[src/rtl/plab3_mem_cache_pkg.sv]
// ----------------------------------------------------------------------------
// plab3_mem_cache_pkg: shared encodings and geometry helpers for the N-way cache
// Rev 1.0
// ----------------------------------------------------------------------------
`default_nettype none

package plab3_mem_cache_pkg;

   localparam logic [2:0] TYPE_READ  = 3'd0;
   localparam logic [2:0] TYPE_WRITE = 3'd1;
   localparam logic [2:0] TYPE_INIT  = 3'd2;

   localparam int LINE_BYTES = 16;

   typedef enum logic [3:0] {
      ST_IDLE          = 4'd0,
      ST_TAG_CHECK     = 4'd1,
      ST_INIT_ACCESS   = 4'd2,
      ST_READ_ACCESS   = 4'd3,
      ST_WRITE_ACCESS  = 4'd4,
      ST_EVICT_PREP    = 4'd5,
      ST_EVICT_REQ     = 4'd6,
      ST_EVICT_WAIT    = 4'd7,
      ST_REFILL_REQ    = 4'd8,
      ST_REFILL_WAIT   = 4'd9,
      ST_REFILL_UPDATE = 4'd10,
      ST_RESP          = 4'd11
   } state_t;

   function automatic int cache_idxw(input int mem_nbytes, input int num_ways);
      return $clog2(mem_nbytes / (LINE_BYTES * num_ways));
   endfunction

   function automatic int cache_tagw(input int mem_nbytes, input int num_ways);
      return 28 - cache_idxw(mem_nbytes, num_ways);
   endfunction

endpackage

`default_nettype wire

[src/rtl/plab3_mem_cache_way.sv]
// ----------------------------------------------------------------------------
// plab3_mem_cache_way: one way's tag/valid/dirty arrays and 128-bit line storage
// Rev 1.0
// ----------------------------------------------------------------------------
`default_nettype none

module plab3_mem_cache_way #(
   parameter int NSETS = 8,
   parameter int IDXW  = 3,
   parameter int TAGW  = 25
)(
   input  logic            clk,
   input  logic            reset,
   input  logic [IDXW-1:0] index,
   input  logic [TAGW-1:0] tag,
   input  logic            data_wen,
   input  logic [15:0]     byte_en,
   input  logic [127:0]    wdata,
   input  logic            meta_wen,
   input  logic            meta_dirty,
   output logic            match,
   output logic            valid,
   output logic            dirty,
   output logic [TAGW-1:0] rd_tag,
   output logic [127:0]    rdata
);

   logic [TAGW-1:0]  tags  [NSETS];
   logic [127:0]     lines [NSETS];
   logic [NSETS-1:0] valids;
   logic [NSETS-1:0] dirtys;

   always_ff @(posedge clk) begin
      if (reset) begin
         valids <= '0;
         dirtys <= '0;
      end else if (meta_wen) begin
         valids[index] <= 1'b1;
         dirtys[index] <= meta_dirty;
      end
   end

   // Tag and data storage are deliberately left uninitialised; valid gates them.
   always_ff @(posedge clk) begin
      if (meta_wen)
         tags[index] <= tag;
      if (data_wen) begin
         for (int b = 0; b < 16; b++) begin
            if (byte_en[b])
               lines[index][8*b +: 8] <= wdata[8*b +: 8];
         end
      end
   end

   assign valid  = valids[index];
   assign dirty  = dirtys[index];
   assign rd_tag = tags[index];
   assign rdata  = lines[index];
   assign match  = valid && (tags[index] == tag);

endmodule

`default_nettype wire

[src/rtl/plab3_mem_blocking_cache_nway.sv]
// ----------------------------------------------------------------------------
// plab3_mem_blocking_cache_nway: N-way write-back write-allocate blocking cache
// Rev 1.0
// ----------------------------------------------------------------------------
`default_nettype none

module plab3_mem_blocking_cache_nway
   import plab3_mem_cache_pkg::*;
#(
   parameter int p_mem_nbytes   = 256,
   parameter int p_num_ways     = 2,
   parameter int p_opaque_nbits = 8
)(
   input  logic                        clk,
   input  logic                        reset,
   input  logic [68+p_opaque_nbits:0]  cachereq_msg,
   input  logic                        cachereq_val,
   output logic                        cachereq_rdy,
   output logic [36+p_opaque_nbits:0]  cacheresp_msg,
   output logic                        cacheresp_val,
   input  logic                        cacheresp_rdy,
   output logic [166+p_opaque_nbits:0] memreq_msg,
   output logic                        memreq_val,
   input  logic                        memreq_rdy,
   input  logic [134+p_opaque_nbits:0] memresp_msg,
   input  logic                        memresp_val,
   output logic                        memresp_rdy
);

   localparam int OW    = p_opaque_nbits;
   localparam int NSETS = p_mem_nbytes / (LINE_BYTES * p_num_ways);
   localparam int IDXW  = cache_idxw(p_mem_nbytes, p_num_ways);
   localparam int IDXA  = (IDXW > 0) ? IDXW : 1;
   localparam int TAGW  = cache_tagw(p_mem_nbytes, p_num_ways);
   localparam int WAYW  = (p_num_ways > 1) ? $clog2(p_num_ways) : 1;

   state_t state, state_next;

   logic [2:0]      r_type;
   logic [OW-1:0]   r_opaque;
   logic [31:0]     r_addr;
   logic [1:0]      r_len;
   logic [31:0]     r_data;
   logic [WAYW-1:0] r_way;
   logic            r_alloc;
   logic [127:0]    r_line;
   logic [TAGW-1:0] r_vtag;
   logic [31:0]     r_rdata;
   logic [WAYW-1:0] rr [NSETS];

   logic [IDXA-1:0]       idx;
   logic [TAGW-1:0]       req_tag;
   logic [p_num_ways-1:0] way_match, way_valid, way_dirty;
   logic [p_num_ways-1:0] data_wen, meta_wen;
   logic [TAGW-1:0]       way_tag  [p_num_ways];
   logic [127:0]          way_data [p_num_ways];
   logic                  hit;
   logic [WAYW-1:0]       hit_way, victim;
   logic [15:0]           byte_en, word_be;
   logic [127:0]          wdata;
   logic                  meta_dirty;
   logic [31:0]           sel_word, shifted, rd_word;
   logic                  unused_memresp;

   assign unused_memresp = ^memresp_msg[134+OW:128];

   if (IDXW > 0) begin : g_idx_on
      assign idx = r_addr[4 +: IDXA];
   end else begin : g_idx_off
      assign idx = '0;
   end

   assign req_tag = r_addr[31 -: TAGW];

   for (genvar w = 0; w < p_num_ways; w++) begin : g_way
      plab3_mem_cache_way #(
         .NSETS (NSETS),
         .IDXW  (IDXA),
         .TAGW  (TAGW)
      ) u_way (
         .clk        (clk),
         .reset      (reset),
         .index      (idx),
         .tag        (req_tag),
         .data_wen   (data_wen[w]),
         .byte_en    (byte_en),
         .wdata      (wdata),
         .meta_wen   (meta_wen[w]),
         .meta_dirty (meta_dirty),
         .match      (way_match[w]),
         .valid      (way_valid[w]),
         .dirty      (way_dirty[w]),
         .rd_tag     (way_tag[w]),
         .rdata      (way_data[w])
      );
   end

   // Lowest-index invalid way wins over the round-robin pointer.
   always_comb begin
      hit     = 1'b0;
      hit_way = '0;
      victim  = rr[idx];
      for (int w = 0; w < p_num_ways; w++) begin
         if (way_match[w]) begin
            hit     = 1'b1;
            hit_way = WAYW'(w);
         end
      end
      for (int w = p_num_ways - 1; w >= 0; w--) begin
         if (!way_valid[w])
            victim = WAYW'(w);
      end
   end

   always_comb begin
      sel_word = way_data[r_way][{r_addr[3:2], 5'b00000} +: 32];
      shifted  = sel_word >> {r_addr[1:0], 3'b000};
      case (r_len)
         2'd1:    rd_word = {24'h0, shifted[7:0]};
         2'd2:    rd_word = {16'h0, shifted[15:0]};
         default: rd_word = shifted;
      endcase
   end

   assign word_be = 16'h000F << {r_addr[3:2], 2'b00};

   always_comb begin
      byte_en    = '0;
      wdata      = {4{r_data}};
      data_wen   = '0;
      meta_wen   = '0;
      meta_dirty = 1'b0;
      if (!reset) begin
         case (state)
            ST_REFILL_UPDATE: begin
               byte_en         = '1;
               wdata           = r_line;
               data_wen[r_way] = 1'b1;
               meta_wen[r_way] = 1'b1;
            end
            ST_INIT_ACCESS: begin
               byte_en         = word_be;
               data_wen[r_way] = 1'b1;
               meta_wen[r_way] = 1'b1;
            end
            ST_WRITE_ACCESS: begin
               case (r_len)
                  2'd1: begin
                     byte_en = 16'h0001 << r_addr[3:0];
                     wdata   = {16{r_data[7:0]}};
                  end
                  2'd2: begin
                     byte_en = 16'h0003 << r_addr[3:0];
                     wdata   = {8{r_data[15:0]}};
                  end
                  default: byte_en = word_be;
               endcase
               data_wen[r_way] = 1'b1;
               meta_wen[r_way] = 1'b1;
               meta_dirty      = 1'b1;
            end
            default: ;
         endcase
      end
   end

   always_comb begin
      state_next = state;
      case (state)
         ST_IDLE:          if (cachereq_val) state_next = ST_TAG_CHECK;
         ST_TAG_CHECK: begin
            if (r_type == TYPE_INIT)
               state_next = ST_INIT_ACCESS;
            else if (hit)
               state_next = (r_type == TYPE_WRITE) ? ST_WRITE_ACCESS : ST_READ_ACCESS;
            else if (way_valid[victim] && way_dirty[victim])
               state_next = ST_EVICT_PREP;
            else
               state_next = ST_REFILL_REQ;
         end
         ST_INIT_ACCESS:   state_next = ST_RESP;
         ST_READ_ACCESS:   state_next = ST_RESP;
         ST_WRITE_ACCESS:  state_next = ST_RESP;
         ST_EVICT_PREP:    state_next = ST_EVICT_REQ;
         ST_EVICT_REQ:     if (memreq_rdy) state_next = ST_EVICT_WAIT;
         ST_EVICT_WAIT:    if (memresp_val) state_next = ST_REFILL_REQ;
         ST_REFILL_REQ:    if (memreq_rdy) state_next = ST_REFILL_WAIT;
         ST_REFILL_WAIT:   if (memresp_val) state_next = ST_REFILL_UPDATE;
         ST_REFILL_UPDATE: state_next = (r_type == TYPE_WRITE) ? ST_WRITE_ACCESS : ST_READ_ACCESS;
         ST_RESP:          if (cacheresp_rdy) state_next = ST_IDLE;
         default:          state_next = ST_IDLE;
      endcase
   end

   always_ff @(posedge clk) begin
      if (reset)
         state <= ST_IDLE;
      else
         state <= state_next;
   end

   always_ff @(posedge clk) begin
      if (reset) begin
         for (int s = 0; s < NSETS; s++)
            rr[s] <= '0;
      end else if ((state == ST_REFILL_UPDATE) || (state == ST_INIT_ACCESS && r_alloc)) begin
         rr[idx] <= (rr[idx] == WAYW'(p_num_ways - 1)) ? '0 : rr[idx] + 1'b1;
      end
   end

   always_ff @(posedge clk) begin
      if (state == ST_IDLE && cachereq_val) begin
         r_type   <= cachereq_msg[66+OW +: 3];
         r_opaque <= cachereq_msg[66 +: OW];
         r_addr   <= cachereq_msg[34 +: 32];
         r_len    <= cachereq_msg[32 +: 2];
         r_data   <= cachereq_msg[31:0];
      end
      if (state == ST_TAG_CHECK) begin
         r_way   <= hit ? hit_way : victim;
         r_alloc <= !hit;
      end
      if (state == ST_EVICT_PREP) begin
         r_line <= way_data[r_way];
         r_vtag <= way_tag[r_way];
      end
      if (state == ST_REFILL_WAIT && memresp_val)
         r_line <= memresp_msg[127:0];
      if (state == ST_READ_ACCESS)
         r_rdata <= rd_word;
      if (state == ST_INIT_ACCESS || state == ST_WRITE_ACCESS)
         r_rdata <= '0;
   end

   assign cachereq_rdy  = (state == ST_IDLE);
   assign cacheresp_val = (state == ST_RESP);
   assign cacheresp_msg = {r_type, r_opaque, r_len, r_rdata};
   assign memresp_rdy   = (state == ST_EVICT_WAIT) || (state == ST_REFILL_WAIT);
   assign memreq_val    = (state == ST_EVICT_REQ) || (state == ST_REFILL_REQ);

   always_comb begin
      if (state == ST_EVICT_REQ)
         memreq_msg = {TYPE_WRITE, {OW{1'b0}}, {r_vtag, r_addr[IDXW+3:0]} & ~32'hF, 4'h0, r_line};
      else
         memreq_msg = {TYPE_READ, {OW{1'b0}}, {r_addr[31:4], 4'h0}, 4'h0, 128'h0};
   end

endmodule

`default_nettype wire

[config.mk]
export PLATFORM = sky130hd
export DESIGN_NAME = plab3_mem_blocking_cache_nway
export DESIGN_NICKNAME = d
export VERILOG_FILES = /design/src/rtl/plab3_mem_cache_pkg.sv /design/src/rtl/plab3_mem_cache_way.sv /design/src/rtl/plab3_mem_blocking_cache_nway.sv
export SDC_FILE = /design/constraint.sdc
export NUM_CORES = 2
export LEC_CHECK = 0
export CORE_ASPECT_RATIO = 0.75
export CORE_MARGIN = 3
export CORE_UTILIZATION = 40
export DETAILED_ROUTE_END_ITERATION = 10
export GPL_ROUTABILITY_DRIVEN = 0
export HOLD_SLACK_MARGIN = 0.15
export PLACE_DENSITY = 0.55
export SYNTH_ARGS = -nofsm -noshare
export SYNTH_HDL_FRONTEND = slang
export SYNTH_SLANG_ARGS = --single-unit
[constraint.sdc]
create_clock -name clk -period 11.7 [get_ports clk]
set_clock_uncertainty 0.05 [all_clocks]
set_input_delay 2.34 -clock clk [delete_from_list [all_inputs] [get_ports clk]]
set_output_delay 2.34 -clock clk [all_outputs]
set_load 0.01 [all_outputs]
==> results.py <==
metrics = {
    "grt": {
        "use_met3_pct": 3.42,
        "grt_pass1_wl_um": 453000,
        "use_met2_pct": 36.5,
        "use_met1_pct": 32.3,
        "gr-total-overflow": 0,
        "grt_pass1_vias": 58000,
        "grt_busiest_layer": "met2",
        "antenna_found_initial": 18,
        "grt_max_degree": 119,
        "grtUsageTotal_pct": 22.7,
    },
    "setup_path": {
        "slowest_delay_ns": 0.66,
        "cp_slowest_cell": "buf_4",
        "cp-startpoint": "state[1]$_SDFFE_PP0P_",
        "worstSetupPathType": "reg2out",
        "arrival_ns": 4.14,
        "crit_top_cell": "buf_4",
        "worst-path-buf-inv": 3,
        "start_kind": "register",
        "cp_data_required_time_ns": 9.31,
        "cp_cell_sequence": "nand2_1 > nor3_2 > buf_4 > buf_4 > and2_1 > clkdlybuf4s50_1",
        "crit_family": "buffers and inverters",
        "path_max_fanout": 71,
        "critPathCaptureType": "primary output",
    },
    "drt": {
        "drcViolationCount": 0,
        "ant_nets": 0,
        "drtIter0Drc": 6395,
        "viasPerCell": 5.72,
        "dr.pass1.iters": 5,
        "vias": 58300,
        "wire_per_inst_um": 31.9,
        "routed_wl_um": 325000,
    },
    "pwr": {
        "peakVddDrop_uv": 143,
        "cellLeakagePower_nw": 40.8,
        "p_total_mw": 27.7,
        "pwr_density_cell_nw_per_um2": 216,
    },
    "timing": {
        "finalHoldViolations": 0,
        "min_period_over_period_pct": 55.8,
        "whs_ns": 0.409,
        "setup_viol_count_final": 0,
        "tightest_slew_ns": 1.27,
        "fin_crit_ns": 6.53,
        "fmax_mhz": 153,
        "tns_ns": 0,
        "slew_headroom_pct": 15.1,
        "setup_ws_ns": 5.17,
        "rsz0062_at_grt": "no",
        "drv_slew": 0,
    },
    "clocking": {
        "cts_tree": "built",
        "cts_resized": 0,
        "cts.sinks": 2759,
        "clock_latency_ns": 0.86,
        "cts_htree_levels": 5,
        "cts_buffer_depth": 4,
        "cts_root_buffer": "clkbuf_16",
        "clk_pin_slew_ns": 0.06,
        "cts_hold_buf": 0,
        "post_cts_buffers": 0,
        "cts_buffers": 287,
    },
    "finish": {
        "nFillCells": 23000,
        "synthToLayoutAreaGrowth_pct": 15.6,
        "final_cells": 10200,
        "drive_gt1_share_pct": 20.2,
        "layout.nets": 6584,
    },
    "logic_synthesis": {
        "synthCells": 5873,
        "synthTopCellsByArea": "edfxtp_1 73%, mux4_2 14%, nand2_1 2.6%",
        "ys_types": 73,
        "avgSynthCellArea_um2": 18.8,
        "synth_top_area_share_pct": 72.9,
        "synth_common_cells": "2688 x edfxtp_1, 778 x nand2_1, 685 x mux4_2",
        "synth_xor_area_share_pct": 0.261,
        "synthMuxAreaShare_pct": 16.1,
        "yosys.area_share.simple_pct": 5.73,
        "ys_warn_count": 0,
        "ys_ff_latch": 2759,
        "syn_area_um2": 111000,
        "synth_edf_count": 2688,
        "ys.flop_type": "edfxtp_1",
        "synth_compound_area_share_pct": 1.92,
        "synth_top_family_by_area": "multiplexers",
        "yosysMostFrequentCell": "edfxtp_1",
        "synthAdderAreaFrac_pct": 0.0226,
        "ys_seq_area_share_pct": 74.2,
        "synth_top_area_cell": "edfxtp_1",
        "synthArstFlopShare_pct": 0,
    },
    "placed_design": {
        "port_buffers": 416,
        "dp_cells": 9679,
        "hpwl_um": 212000,
        "pre_cts_ws_ns": 4.82,
    },
    "worst_hold_path": {
        "hold_start": "g_way[1].u_way.dirtys[6]$_SDFFE_PP0P_",
        "hold_path_class": "reg2reg",
    },
    "flow_run": {
        "drv_cap": 0,
    },
    "die": {
        "die_w_um": 613,
        "core_um2": 274000,
        "io_pins": 450,
        "row_count": 166,
        "start_util_pct": 40.4,
        "die_h_um": 462,
        "dieArea_um2": 283000,
    },
    "outcome": {
        "outcome": "completed",
    },
}
-- sequential cells by signal, summed over array words and instances, names as in the netlist, named ones only --
signal              count
r_rdata                32
state                   4
g_way.u_way.tags      400
r_way                   1
r_type                  3
g_way.u_way.dirtys     16
r_alloc                 1
g_way.u_way.valids     16
r_addr                 32
r_len                   2
r_line                128
r_opaque                8
g_way.u_way.lines    2048
r_data                 32
rr                      8
r_vtag                 25
-- per-stage QoR --
step                      util (%)  cell area (µm²)
after detailed placement      43.3           119000
after floorplan                  -           111000
after CTS                     46.7           128000
after global routing          46.7           128000
after global placement        43.3           119000
final                         46.7           128000
-- logic make-up after synthesis --
| logic type | Yosys count |
|---|---|
| compound gates | 328 |
| xor+xnor | 33 |
| fa+ha+maj | 2 |
| buf+inv | 389 |
| flops | 2759 |
| mux | 897 |
| other cells | 1 |
| simple gates | 1464 |
-- cell usage in the layout, fill, tap and decap left out, drive strengths merged, types with 18 or more instances in the layout --
cell type,instances
a211oi,20
a21oi,86
a22oi,29
and2,137
buf,122
bufinv,27
clkbuf,350
clkdlybuf4s50,416
clkinv,113
conb,18
dfxtp,71
edfxtp,2688
inv,28
mux2,61
mux2i,138
mux4,698
nand2,778
nand3,23
nor2,356
nor2b,28
nor3,43
o21ai,75
o22ai,19
or2,18
xnor2,24
-- report_power, final --
part	total, mW	switching (mW)	leakage [nW]	internal [mW]
logic	6.68	4.09	11.5	2.59
registers	11.9	0.278	24.8	11.6
clock network	9.10	3.82	4.49	5.28
-- area by class of cell --
type / instances / area, µm² / area share (%)
Sequential cell: 2759 / 82200 / 64.2
Timing Repair Buffer: 538 / 5190 / 4.06
Clock buffer: 350 / 7670 / 6.00
Clock inverter: 150 / 1510 / 1.18
Multi-Input combinational cell: 2742 / 26800 / 20.9
Antenna cell: 5 / 12.5 / 0.00978
Tap cell: 3612 / 4520 / 3.53
Inverter: 28 / 109 / 0.0851
-- layer usage --
metal,wire length [µm],vias to the layer above
met1,139000,31400
met3,20500,460
met4,10500,10
met5,67,-
li1,-,24300
met2,155000,2107
-- worst reg2reg max path, cell delays in order (launching register included) --
cell and delay (ns):
dfxtp_4 0.81, buf_4 0.76, buf_4 0.84, buf_4 0.95
mux4_2 0.50, mux4_2 0.58, mux4_2 0.65, a21boi_1 0.22
o221ai_1 0.15
-- path summary, 6_finish.rpt --
path	endpoint	slack, ns	cells after the start
worst max-delay path	memreq_msg[75]	5.17	6
worst min-delay path	g_way[1].u_way.dirtys[6]$_SDFFE_PP0P_	0.41	2
worst max register to register	r_rdata[10]$_SDFFE_PP0P_	6.09	8
worst min register to register	g_way[1].u_way.dirtys[6]$_SDFFE_PP0P_	0.41	2
No activity file was read; power rests on OpenSTA's default activity.
